<file path="src/rtl/piece_drop.sv">
// piece_drop: spawns a 2x2 piece into the 8x4 board, handles moves, gravity and
// hard drop with collision checks, then locks the piece and emits the merged
// board with a one-cycle valid strobe. All state changes on the falling edge of clka.
module piece_drop #(
  parameter int SPAWN_COL     = 1,
  parameter int TICKS_PER_ROW = 2
) (
  input  logic        clka,
  input  logic        restart,
  input  logic        start,
  input  logic [1:0]  curr_piece,
  input  logic [31:0] board_in,
  input  logic        tick,
  input  logic        move_left,
  input  logic        move_right,
  input  logic        drop,
  output logic [31:0] board_out,
  output logic        board_valid,
  output logic [31:0] active_board,
  output logic        busy,
  output logic        game_over
);

  localparam int             CW       = (TICKS_PER_ROW > 1) ? $clog2(TICKS_PER_ROW) : 1;
  localparam logic [CW-1:0]  CNT_LAST = CW'(TICKS_PER_ROW - 1);
  localparam logic [1:0]     SPAWN_X  = 2'(SPAWN_COL);

  typedef enum logic [2:0] {
    S_IDLE,
    S_SPAWN,
    S_FALL,
    S_DROP,
    S_LOCK,
    S_OVER
  } state_t;

  state_t         state_q, state_d;
  logic [31:0]    base_q, base_d;
  logic [1:0]     piece_q, piece_d;
  logic [1:0]     x_q, x_d;
  logic [2:0]     y_q, y_d;
  logic [CW-1:0]  cnt_q, cnt_d;
  logic [31:0]    boardOut_q, boardOut_d;
  logic           valid_q, valid_d;

  logic [3:0]     shapeCur;
  logic [31:0]    maskCur, maskLeft, maskRight, maskDown, maskSpawn;
  logic           canLeft, canRight, canDown, spawnHit;

  // Shape bits are {top row, bottom row}; within a row the high bit is the left column.
  function automatic logic [3:0] shapeOf(input logic [1:0] id);
    case (id)
      2'd0:    return 4'b1111;
      2'd1:    return 4'b0011;
      2'd2:    return 4'b1011;
      default: return 4'b0111;
    endcase
  endfunction

  // The box is first placed at row 0, column 0 (top nibbles), then shifted down by
  // four bits per row and one bit per column; x<=2 keeps it inside its nibbles.
  function automatic logic [31:0] maskAt(input logic [3:0] shape, input logic [1:0] x,
                                         input logic [2:0] y);
    logic [31:0] home;
    logic [4:0]  sh;
    home = {shape[3:2], 2'b00, shape[1:0], 2'b00, 24'h000000};
    sh   = {y, 2'b00} + {3'b000, x};
    return home >> sh;
  endfunction

  // Candidate piece masks for the current position and each possible single step.
  always_comb begin
    shapeCur  = shapeOf(piece_q);
    maskCur   = maskAt(shapeCur, x_q, y_q);
    maskLeft  = maskAt(shapeCur, x_q - 2'd1, y_q);
    maskRight = maskAt(shapeCur, x_q + 2'd1, y_q);
    maskDown  = maskAt(shapeCur, x_q, y_q + 3'd1);
    maskSpawn = maskAt(shapeOf(curr_piece), SPAWN_X, 3'd0);
    canLeft   = (x_q != 2'd0) && ((maskLeft  & base_q) == 32'h0);
    canRight  = (x_q != 2'd2) && ((maskRight & base_q) == 32'h0);
    canDown   = (y_q != 3'd6) && ((maskDown  & base_q) == 32'h0);
    spawnHit  = (maskSpawn & board_in) != 32'h0;
  end

  // Next-state logic: one action per FALL cycle, drop > left > right > gravity.
  always_comb begin
    state_d    = state_q;
    base_d     = base_q;
    piece_d    = piece_q;
    x_d        = x_q;
    y_d        = y_q;
    cnt_d      = cnt_q;
    boardOut_d = boardOut_q;
    valid_d    = 1'b0;
    case (state_q)
      S_IDLE: begin
        if (start) state_d = S_SPAWN;
      end
      S_SPAWN: begin
        base_d  = board_in;
        piece_d = curr_piece;
        x_d     = SPAWN_X;
        y_d     = 3'd0;
        cnt_d   = '0;
        state_d = spawnHit ? S_OVER : S_FALL;
      end
      S_FALL: begin
        if (drop) begin
          state_d = S_DROP;
        end else if (move_left) begin
          if (canLeft) x_d = x_q - 2'd1;
        end else if (move_right) begin
          if (canRight) x_d = x_q + 2'd1;
        end else if (tick) begin
          if (cnt_q == CNT_LAST) begin
            cnt_d = '0;
            if (canDown) y_d = y_q + 3'd1;
            else         state_d = S_LOCK;
          end else begin
            cnt_d = cnt_q + 1'b1;
          end
        end
      end
      S_DROP: begin
        if (canDown) y_d = y_q + 3'd1;
        else         state_d = S_LOCK;
      end
      S_LOCK: begin
        boardOut_d = base_q | maskCur;
        valid_d    = 1'b1;
        state_d    = S_IDLE;
      end
      S_OVER: begin
        state_d = S_OVER;
      end
      default: begin
        state_d = S_IDLE;
      end
    endcase
  end

  // State registers on the falling edge; restart overrides everything.
  always_ff @(negedge clka) begin
    if (restart) begin
      state_q    <= S_IDLE;
      base_q     <= 32'h0;
      piece_q    <= 2'd0;
      x_q        <= 2'd0;
      y_q        <= 3'd0;
      cnt_q      <= '0;
      boardOut_q <= 32'h0;
      valid_q    <= 1'b0;
    end else begin
      state_q    <= state_d;
      base_q     <= base_d;
      piece_q    <= piece_d;
      x_q        <= x_d;
      y_q        <= y_d;
      cnt_q      <= cnt_d;
      boardOut_q <= boardOut_d;
      valid_q    <= valid_d;
    end
  end

  assign board_out    = boardOut_q;
  assign board_valid  = valid_q;
  assign busy         = (state_q == S_SPAWN) || (state_q == S_FALL) ||
                        (state_q == S_DROP)  || (state_q == S_LOCK);
  assign game_over    = (state_q == S_OVER);
  assign active_board = ((state_q == S_FALL) || (state_q == S_DROP)) ?
                        (base_q | maskCur) : boardOut_q;

endmodule

</file>
<file path="config.mk">
export PLATFORM = sky130hd
export DESIGN_NAME = piece_drop
export DESIGN_NICKNAME = d
export VERILOG_FILES = /design/src/rtl/piece_drop.sv
export SDC_FILE = /design/constraint.sdc
export NUM_CORES = 1
export LEC_CHECK = 0
export CELL_PAD_IN_SITES_DETAIL_PLACEMENT = 0
export CELL_PAD_IN_SITES_GLOBAL_PLACEMENT = 2
export CORE_UTILIZATION = 30
export DETAILED_ROUTE_END_ITERATION = 12
export PLACE_DENSITY = 0.82
export SYNTH_ARGS = -nofsm -noshare
export SYNTH_HDL_FRONTEND = slang
export SYNTH_SLANG_ARGS = --single-unit
</file>
<file path="constraint.sdc">
create_clock -name clka -period 7.15 [get_ports clka]
set_input_delay 0.715 -clock clka [delete_from_list [all_inputs] [get_ports clka]]
set_output_delay 0.715 -clock clka [all_outputs]
set_load 0.01 [all_outputs]
</file>
==> results.py, run 1 <==
metrics = {
    "pwr": {
        "p_leak_nw": 3.01,
        "peakVddDrop_mv": 0.107,
        "total_power_mw": 1.54,
        "cellPowerDensity_mw_per_mm2": 211,
    },
    "cells_and_area": {
        "multi_input_area_mm2": 0.00343,
        "fillers": 1776,
        "seq_area_mm2": 0.00152,
        "layout.cells.non_filler": 1122,
        "n_antenna_cell": 0,
        "drive_above_1_share_pct": 11.1,
        "syn2layout_area_growth_pct": 39.7,
        "final_util_pct": 43.4,
        "finalNetCount": 947,
    },
    "synthesis": {
        "synth_area_mm2": 0.00522,
        "synth_flop_cell": "dfxtp_1",
        "synth_commonest_cells": "nand2_1, a21oi_1, dfxtp_1",
        "synth-edff-count": 0,
        "synth.distinct_cells": 78,
        "synth_top_cell_by_area": "dfxtp_1",
        "synth_top_area_share_pct": 29.1,
        "async_reset_ff_share_pct": 0,
        "synth_seq_cells": 76,
        "yosysSeqAreaShare_pct": 29.1,
        "yosys_warnings": 0,
        "syn_inst": 723,
        "yosysMostFrequentCell": "nand2_1",
        "synthTopCellsByArea": "dfxtp_1, nand2_1, a21oi_1, o21ai_0, a211oi_1",
        "avgSynthCellArea_um2": 7.23,
        "syn_nets": 773,
    },
    "die": {
        "core_mm2": 0.0168,
        "ios": 108,
        "start_util_pct": 31.1,
        "dieArea_mm2": 0.0179,
        "rows": 47,
        "die_x_um": 134,
        "chipHeight_um": 134,
    },
    "clocking": {
        "cts.sinks": 76,
        "h-tree-depth": 3,
        "cts_buffers": 9,
        "cts-root-buf": "clkbuf_16",
        "clock_path_buffers": 2,
        "clk_latency_ns": 0.40,
        "cts_tree": "done",
        "cts.reportedPaths.clkPinSlew_ns": 0.03,
    },
    "worst_setup_path": {
        "worstPathMaxFanout": 9,
        "cp_data_arrival_time_ns": 6.33,
        "worstSetupStartpointType": "flop",
        "crit_required_ns": 6.43,
        "r2r_cells": 12,
        "crit_path_end_kind": "primary output",
        "critPathKind": "flop to primary output",
    },
    "placed_design": {
        "portBuffers": 107,
        "gp_congestion": 0.954,
        "dp.cells": 1028,
        "dp_hpwl_um": 17300,
    },
    "sta": {
        "finalSetupViolCount": 0,
        "whs_ns": 0.456,
        "finClkSkew_ns": 0.0141,
        "tightest_slew_ns": 1.12,
        "tns_ns": 0,
        "drv_slew": 0,
        "relSlewSlack_pct": 25.3,
        "finalHoldViolCount": 0,
    },
    "global_routing": {
        "antenna_found_initial": 0,
        "track_usage_pct": 25.9,
        "overflow": 0,
        "grt_max_degree": 66,
        "grt_pass1_wl_um": 35300,
        "grt_pass1_vias": 6218,
    },
    "drt": {
        "wirelength_um": 22900,
        "wire_per_inst_um": 20.4,
        "drt_pre_antenna_iters": 5,
        "post-route-drc-count": 0,
        "drtAntennaViolNets": 0,
        "top_layer_used": "met4",
        "dr.first_iter.drc_count": 515,
        "via_per_inst": 5.59,
        "drt-met1-wl_um": 9700,
        "wl_met3_um": 1620,
        "num_vias": 6277,
        "wl_met2_um": 10900,
    },
    "hold_path": {
        "holdPathStages": 2,
        "worstHoldPathType": "flop to flop",
    },
    "job": {
        "cap_violations": 0,
    },
    "outcome": {
        "run_status": "finished, final reports clean",
    },
}
-- report_power, final --
part / total [mW] / internal [mW] / leakage [nW] / switching [mW]
sequential: 0.500 / 0.455 / 0.619 / 0.0450
combinational: 0.380 / 0.160 / 1.83 / 0.220
clock: 0.659 / 0.365 / 0.569 / 0.294
total: 1.54 / 0.980 / 3.01 / 0.559
-- worst max-delay path, cell delays in order, from the launching register on --
cell and delay, ns:
dfxtp_1 0.34, inv_1 0.05, ha_2 0.42, nand3b_1 0.20
a31oi_1 0.13, mux2_2 0.35, a21oi_1 0.25, o21ai_1 0.11
clkdlybuf4s50_1 0.51
-- worst paths after layout --
| path | end | slack, ns | from |
|---|---|---|---|
| worst max-delay path | active_board[23] | 0.10 | piece_q[1]$_SDFFE_NP0P_ |
| worst min register to register | piece_q[0]$_SDFFE_NP0P_ | 0.46 | piece_q[0]$_SDFFE_NP0P_ |
| worst max register to register | y_q[2]$_SDFFE_NP0P_ | 2.80 | y_q[0]$_SDFFE_NP0P_ |
| worst min-delay path | piece_q[0]$_SDFFE_NP0P_ | 0.46 | piece_q[0]$_SDFFE_NP0P_ |
-- kinds of logic (layout without fill, tap and decap cells) --
group	count (synthesis)	after routing	share of synthesized area (%)
buffers and inverters	78	257	6.40
DFF	76	76	29.1
muxes	23	23	4.65
xor gates and xnor gates	4	4	0.958
adders and majority gates	9	9	2.16
and+or+nand+nor	264	264	23.2
AOI/OAI and AO/OA	269	269	33.5
-- cell usage in the layout (no fill, tap or decap), types with 7 or more instances in the layout --
cell,synthesis,layout
o22ai_1,8,7
mux2_2,10,10
a211oi_1,34,34
ha_1,9,8
nand2b_1,11,10
o21ai_0,57,47
buf_4,4,40
dfxtp_1,76,74
nand3_1,11,11
nor2_1,61,59
o21ai_1,2,12
clkdlybuf4s50_1,0,91
inv_1,18,94
a21oi_1,82,76
nor3_1,9,9
dlymetal6s2s_1,0,11
clkbuf_16,0,9
a31oi_1,14,14
a22oi_1,8,8
nand2_1,127,127
mux2i_1,13,13
-- registers in the layout (all words and copies together), names as in the netlist --
register / cells
cnt_q: 1
board_valid: 1
y_q: 3
piece_q: 2
x_q: 2
base_q: 32
state_q: 3
board_out: 32
-- per-stage QoR --
stage | setup WS [ns] | area (µm²)
floorplan | 0.860 | 5220
global placement | 0.243 | 6590
detailed placement | 0.206 | 6590
CTS | 0.00676 | 7220
global route | -0.0169 | 7300
finish | 0.100 | 7300
-- layer usage --
| metal | track usage (%) | vias up |
|---|---|---|
| li1 | - | 2986 |
| met2 | 42.9 | 290 |
| met5 | 0 | - |
| met3 | 6.84 | 52 |
| met4 | 12.2 | 0 |
| met1 | 31.1 | 2949 |
-- final cells by class --
type                    instances  area share [%]
multi-input cells             569            47.1
flip-flops and latches         76            20.9
repair buffers                147            19.0
clock inverters                83            5.23
well taps                     220            3.77
clock buffers                   9            3.09
inverters                      18           0.926
-- timing repair --
item                                    CTS  global route
pin swaps                                 1             1
setup buffers                             2             1
gates resized for setup                  15            25
gates cloned                              0             0
endpoints found under the setup margin   20            24
hold buffers                              0             0
(Power assumes the default switching activity.)
==> run 2, diff against run 1 <==
- RECOVER_POWER: unset -> 50
==> run 2 against run 1 <==
  * The run now ends with max-capacitance violations, max-slew violations left
  * Combinational power about the same
  * Count of clock-buffer cells in the layout unchanged
  * Setup slack got worse by 0.018 ns
  * Largest cell class unchanged
  * Global-route usage unchanged
  * Critical path type unchanged
==> results.py, run 2 (synthesis gave the netlist of run 1 again) <==
metrics = {
    "outcome": {
        "run_status": "finished, violations left",
        "violations": "max-capacitance violations, max-slew violations",
    },
    "global_routing": {
        "grt_max_degree": 66,
        "overflow": 0,
        "track_usage_pct": 25.9,
        "grt_pass1_vias": 6218,
        "antenna_found_initial": 0,
        "grt_pass1_wl_um": 35300,
    },
    "sta": {
        "drv_slew": 36,
        "relSlewSlack_pct": -13.4,
        "finalHoldViolCount": 0,
        "whs_ns": 0.456,
        "finClkSkew_ns": 0.0138,
        "tightest_slew_ns": 1.70,
        "finalSetupViolCount": 0,
    },
    "worst_setup_path": {
        "crit_chain": "inv_1 -> ha_2 -> nand3b_1 -> a31oi_1 -> mux2_2 -> a21oi_1 -> o21ai_1 -> clkdlybuf4s50_1",
        "r2r_cells": 12,
        "crit_path_end_kind": "primary output",
        "worstSetupStartpointType": "flop",
        "critical-path-max-stage-delay_ns": 0.51,
        "critPathKind": "flop to primary output",
        "cp_data_arrival_time_ns": 6.35,
        "worstPathMaxFanout": 9,
        "crit_required_ns": 6.43,
        "crit_slowest_cell": "clkdlybuf4s50_1",
    },
    "drt": {
        "drtAntennaViolNets": 0,
        "via_per_inst": 5.62,
        "wirelength_um": 23000,
        "wire_per_inst_um": 20.5,
        "dr.first_iter.drc_count": 541,
        "drt_pre_antenna_iters": 5,
        "num_vias": 6302,
        "post-route-drc-count": 0,
    },
    "hold_path": {
        "worstHoldPathType": "flop to flop",
        "holdPathStages": 2,
    },
    "placed_design": {
        "portBuffers": 107,
        "gp_congestion": 0.954,
        "placed_cell_area_mm2": 0.00659,
        "dp_hpwl_um": 17300,
    },
    "clocking": {
        "h-tree-depth": 3,
        "cts_tree": "done",
        "cts.sinks": 76,
        "cts_buffers": 9,
        "clk_latency_ns": 0.40,
        "cts.reportedPaths.clkPinSlew_ns": 0.03,
        "cts-root-buf": "clkbuf_16",
        "clock_path_buffers": 2,
    },
    "die": {
        "die_x_um": 134,
        "core_mm2": 0.0168,
        "start_util_pct": 31.1,
        "chipHeight_um": 134,
        "ios": 108,
        "dieArea_mm2": 0.0179,
        "rows": 47,
    },
    "cells_and_area": {
        "syn2layout_area_growth_pct": 39.6,
        "mostFrequentLayoutCells": "nand2_1, inv_1, clkdlybuf4s50_1",
        "finalNetCount": 947,
        "fin_area_mm2": 0.00729,
        "layout_commonest_cell": "nand2_1",
        "n_antenna_cell": 0,
        "fillers": 1773,
        "drive_above_1_share_pct": 11.0,
    },
    "pwr": {
        "total_power_mw": 1.54,
        "p_leak_nw": 3.02,
        "peakVddDrop_mv": 0.107,
        "cellPowerDensity_mw_per_mm2": 211,
    },
    "job": {
        "cap_violations": 1,
    },
}
## run 2: cell count changes in the layout (fill, tap and decap cells not counted), sizes merged
cell / before / now
clkdlybuf4s50: 91 / 88
clkbuf: 9 / 11
dlygate4sd3: 0 / 3
buf: 41 / 39
## run 2: worst paths after layout
kind | end | slack [ns] | from
hold reg to reg | piece_q[0]$_SDFFE_NP0P_ | 0.46 | piece_q[0]$_SDFFE_NP0P_
setup reg to reg | y_q[2]$_SDFFE_NP0P_ | 2.79 | y_q[0]$_SDFFE_NP0P_
setup / recovery | active_board[23] | 0.08 | piece_q[1]$_SDFFE_NP0P_
hold / removal | piece_q[0]$_SDFFE_NP0P_ | 0.46 | piece_q[0]$_SDFFE_NP0P_
## run 2: cell type report
| class | instances | area [µm²] | share of cell area (%) |
|---|---|---|---|
| multi-input combinational | 569 | 3430 | 47.1 |
| timing repair buffer | 147 | 1390 | 19.0 |
| clock inverter | 83 | 382 | 5.23 |
| tap | 220 | 275 | 3.77 |
| inverter | 18 | 67.6 | 0.926 |
| clock buffer | 9 | 225 | 3.09 |
| sequential | 76 | 1520 | 20.9 |
## run 2: what timing repair did
action	in CTS	in global routing
hold buffers	0	0
resized for setup	15	25
setup buffers	2	1
pin swaps	1	1
endpoints found under the setup margin	20	24
## run 2: critical path, delay by kind of cell, from the launching register on
kind	cells	cell delay, ns
compound gates	3	0.50
simple gates	1	0.21
buf+inv	2	0.56
fa+ha+maj	1	0.43
flops	1	0.34
mux	1	0.34
## run 2: power breakdown
part	switching [mW]	internal, mW
registers	0.0450	0.455
clock network	0.294	0.365
logic	0.221	0.159
## run 2: through the flow
stage	std cells	TNS (ns)	worst slack, ns	util (%)
after CTS	1121	0	0.00676	42.9
after floorplan	723	0	0.860	-
after global placement	1028	0	0.243	39.2
final	1122	0	0.0820	43.4
after detailed placement	1028	0	0.206	39.2
after global routing	1122	-0.0195	-0.0169	43.4
## run 2: metal layers
layer | vias to the layer above | part of all wire [%] | global-route usage (%)
met5 | - | 0 | 0
met1 | 2984 | 43 | 31.1
li1 | 2988 | - | -
met2 | 281 | 48 | 42.9
met3 | 49 | 6.5 | 6.84
met4 | 0 | 2.9 | 12.2
==> run 3, diff against run 2 <==
- ABC_AREA: unset -> 1
- ABC_CLOCK_PERIOD_IN_PS: unset -> 7150
- CORE_UTILIZATION: 30 -> 29
- PLACE_DENSITY: 0.82 -> 0.85
==> run 3 against run 2 <==
  * The flow now finishes without violations
  * Via count up 14%
  * Count of clock-buffer cells in the layout stayed put
  * Core utilization is 3.9 points lower
==> results.py, run 3 <==
metrics = {
    "clocking": {
        "h-tree-depth": 3,
        "post_cts_buffers": 0,
        "cts-root-buf": "clkbuf_16",
        "clk_latency_ns": 0.42,
        "cts_buffers": 9,
        "clock_path_buffers": 2,
        "postCtsHoldBufs": 0,
        "cts.reportedPaths.clkPinSlew_ns": 0.03,
        "cts_tree": "done",
        "cts.sinks": 76,
    },
    "synthesis": {
        "synth_flop_cell": "dfxtp_1",
        "synth_top_area_share_pct": 26.0,
        "yosys_warnings": 0,
        "synth-edff-count": 0,
        "syn_nets": 1059,
        "synth_area_mm2": 0.00585,
        "yosysSeqAreaShare_pct": 26.0,
        "synth_commonest_cells": "nand2_1, o21ai_0, inv_1",
        "avgSynthCellArea_um2": 5.80,
        "syn_inst": 1009,
        "yosysMostFrequentCell": "nand2_1",
        "synth_seq_cells": 76,
        "synth_top_cell_by_area": "dfxtp_1",
        "async_reset_ff_share_pct": 0,
        "synthTopCellsByArea": "dfxtp_1, nand2_1, o21ai_0, inv_1, nand3_1",
        "synth.distinct_cells": 36,
    },
    "pwr": {
        "power.switching_mw": 1.14,
        "p_seq_share_pct": 25.4,
        "netSwitchingFraction_pct": 50.9,
        "p_int_mw": 1.10,
        "cellPowerDensity_mw_per_mm2": 290,
        "p_leak_nw": 4.13,
        "peakVddDrop_mv": 0.127,
        "power_frac_comb_pct": 46.1,
        "p_clk_share_pct": 28.5,
    },
    "worst_setup_path": {
        "crit_slowest_cell": "clkdlybuf4s50_1",
        "worstPathMaxFanout": 4,
        "worst-path-stages": 9,
        "crit_required_ns": 6.43,
        "worstSetupStartpointType": "flop",
        "cp_data_arrival_time_ns": 6.33,
        "crit_buf_inv": 3,
        "crit_path_end_kind": "primary output",
        "r2r_cells": 16,
        "critical-path-max-stage-delay_ns": 0.56,
        "critPathKind": "flop to primary output",
        "path_delay_family": "buffers and inverters",
        "crit_chain": "inv_1 -> ha_1 -> nor2_1 -> nor2_1 -> nand3_1 -> o21ai_0 -> inv_1 -> o21ai_0 -> clkdlybuf4s50_1",
    },
    "die": {
        "start_util_pct": 29.8,
        "die_x_um": 144,
        "rows": 51,
        "dieArea_mm2": 0.0208,
        "core_mm2": 0.0197,
        "chipHeight_um": 144,
        "ios": 108,
    },
    "sta": {
        "rsz0062_at_grt": "true",
        "finClkSkew_ns": 0.0262,
        "whs_ns": 0.540,
        "drv_slew": 0,
        "tightest_slew_ns": 0.935,
        "finalHoldViolCount": 0,
        "relSlewSlack_pct": 37.6,
        "finalSetupViolCount": 0,
        "fin_ws_ns": 0.101,
    },
    "drt": {
        "wirelength_um": 24600,
        "wire_per_inst_um": 17.1,
        "num_vias": 7156,
        "dr.first_iter.drc_count": 507,
        "drt_pre_antenna_iters": 5,
        "via_per_inst": 4.98,
        "drtAntennaViolNets": 0,
        "post-route-drc-count": 0,
    },
    "placed_design": {
        "portBuffers": 107,
        "dp_slack_ns": 0.390,
        "placed_cell_area_mm2": 0.00715,
        "gp_congestion": 0.915,
        "dp_hpwl_um": 18600,
    },
    "job": {
        "cap_violations": 0,
    },
    "cells_and_area": {
        "finalNetCount": 1218,
        "fin_area_mm2": 0.00776,
        "n_antenna_cell": 0,
        "layout_commonest_cell": "nand2_1",
        "seq_area_mm2": 0.00152,
        "mostFrequentLayoutCells": "nand2_1, inv_1, o21ai_0",
        "syn2layout_area_growth_pct": 32.6,
        "fillers": 2265,
        "drive_above_1_share_pct": 8.01,
        "multi_input_area_mm2": 0.00351,
    },
    "global_routing": {
        "grt_pass1_wl_um": 37400,
        "grt_pass1_vias": 6821,
        "grt_max_degree": 66,
        "track_usage_pct": 24.1,
        "overflow": 0,
        "antenna_found_initial": 0,
    },
    "hold_path": {
        "worstHoldPathType": "flop to flop",
        "holdPathStages": 2,
    },
    "outcome": {
        "run_status": "finished, final reports clean",
    },
}
run 3: changes by cell type after synthesis, sizes merged, moves of 8 or more:
cell	change
a21oi	-20
o21ai	+98
mux2	-10
nand2b	-11
a31oi	-12
inv	+129
a211oi	-34
nor2	+13
a221oi	-8
nand4	+18
a22oi	-8
mux2i	-13
nand3	+91
nand2	+152
run 3: logic make-up (layout without fill, tap and decap cells):
logic type / after synthesis / after routing / synth area share (%)
adders and majority gates: 9 / 9 / 1.92
buffers and inverters: 205 / 369 / 14.4
AOI/OAI and AO/OA: 228 / 228 / 20.1
DFF: 76 / 76 / 26.0
xor gates and xnor gates: 1 / 1 / 0.470
and+or+nand+nor: 490 / 490 / 37.2
run 3: through the flow:
step	util (%)	setup TNS, ns	total power [mW]	instances
after floorplan	-	0	1.29	1009
after global placement	36.4	0	1.67	1347
after detailed placement	36.4	0	1.66	1347
after CTS	39.3	0	2.26	1438
after global routing	39.5	-0.0593	2.43	1438
final	39.5	0	2.25	1438
run 3: power groups by stage:
stage                     Sequential [mW]  Clock, mW  Combinational (mW)
after floorplan                     0.533     0.0653               0.696
after global placement              0.575     0.0653                1.03
after detailed placement            0.573     0.0653                1.02
after CTS                           0.568      0.670                1.03
after global routing                0.574      0.716                1.14
final                               0.571      0.641                1.04
run 3: final timing paths:
path                                              start                      end  slack (ns)
worst max-delay path            piece_q[0]$_SDFFE_NP0P_         active_board[31]        0.10
worst min-delay path            piece_q[0]$_SDFFE_NP0P_  piece_q[0]$_SDFFE_NP0P_        0.54
worst max register to register      y_q[0]$_SDFFE_NP0P_  state_q[2]$_SDFFE_NP0P_        4.07
worst min register to register  piece_q[0]$_SDFFE_NP0P_  piece_q[0]$_SDFFE_NP0P_        0.54
run 3: per-layer routing:
metal / wire length [µm] / track usage, % / up-vias / share of wire (%)
li1: - / - / 3569 / -
met1: 11500 / 31.7 / 3254 / 47
met2: 10700 / 36.4 / 285 / 44
met3: 1630 / 6.13 / 48 / 6.6
met4: 734 / 11.8 / 0 / 3.0
met5: 0 / 0 / - / 0
run 3: tightest hold or removal path, stage by stage, from the launching register on:
cell and delay (ns):
dfxtp_1 0.31, o21ai_0 0.09, a21oi_1 0.10
run 3: final cells by class:
| cell class | count | area share, % |
|---|---|---|
| clock inverters | 83 | 4.42 |
| multi-input cells | 728 | 45.2 |
| inverters | 149 | 7.30 |
| flip-flops and latches | 76 | 19.6 |
| well taps | 265 | 4.27 |
| clock buffers | 9 | 2.90 |
| repair buffers | 128 | 16.3 |
run 3: repair_timing:
item	in CTS	in global routing
pin swaps	0	4
gates resized for setup	3	36
endpoints found under the setup margin	3	28
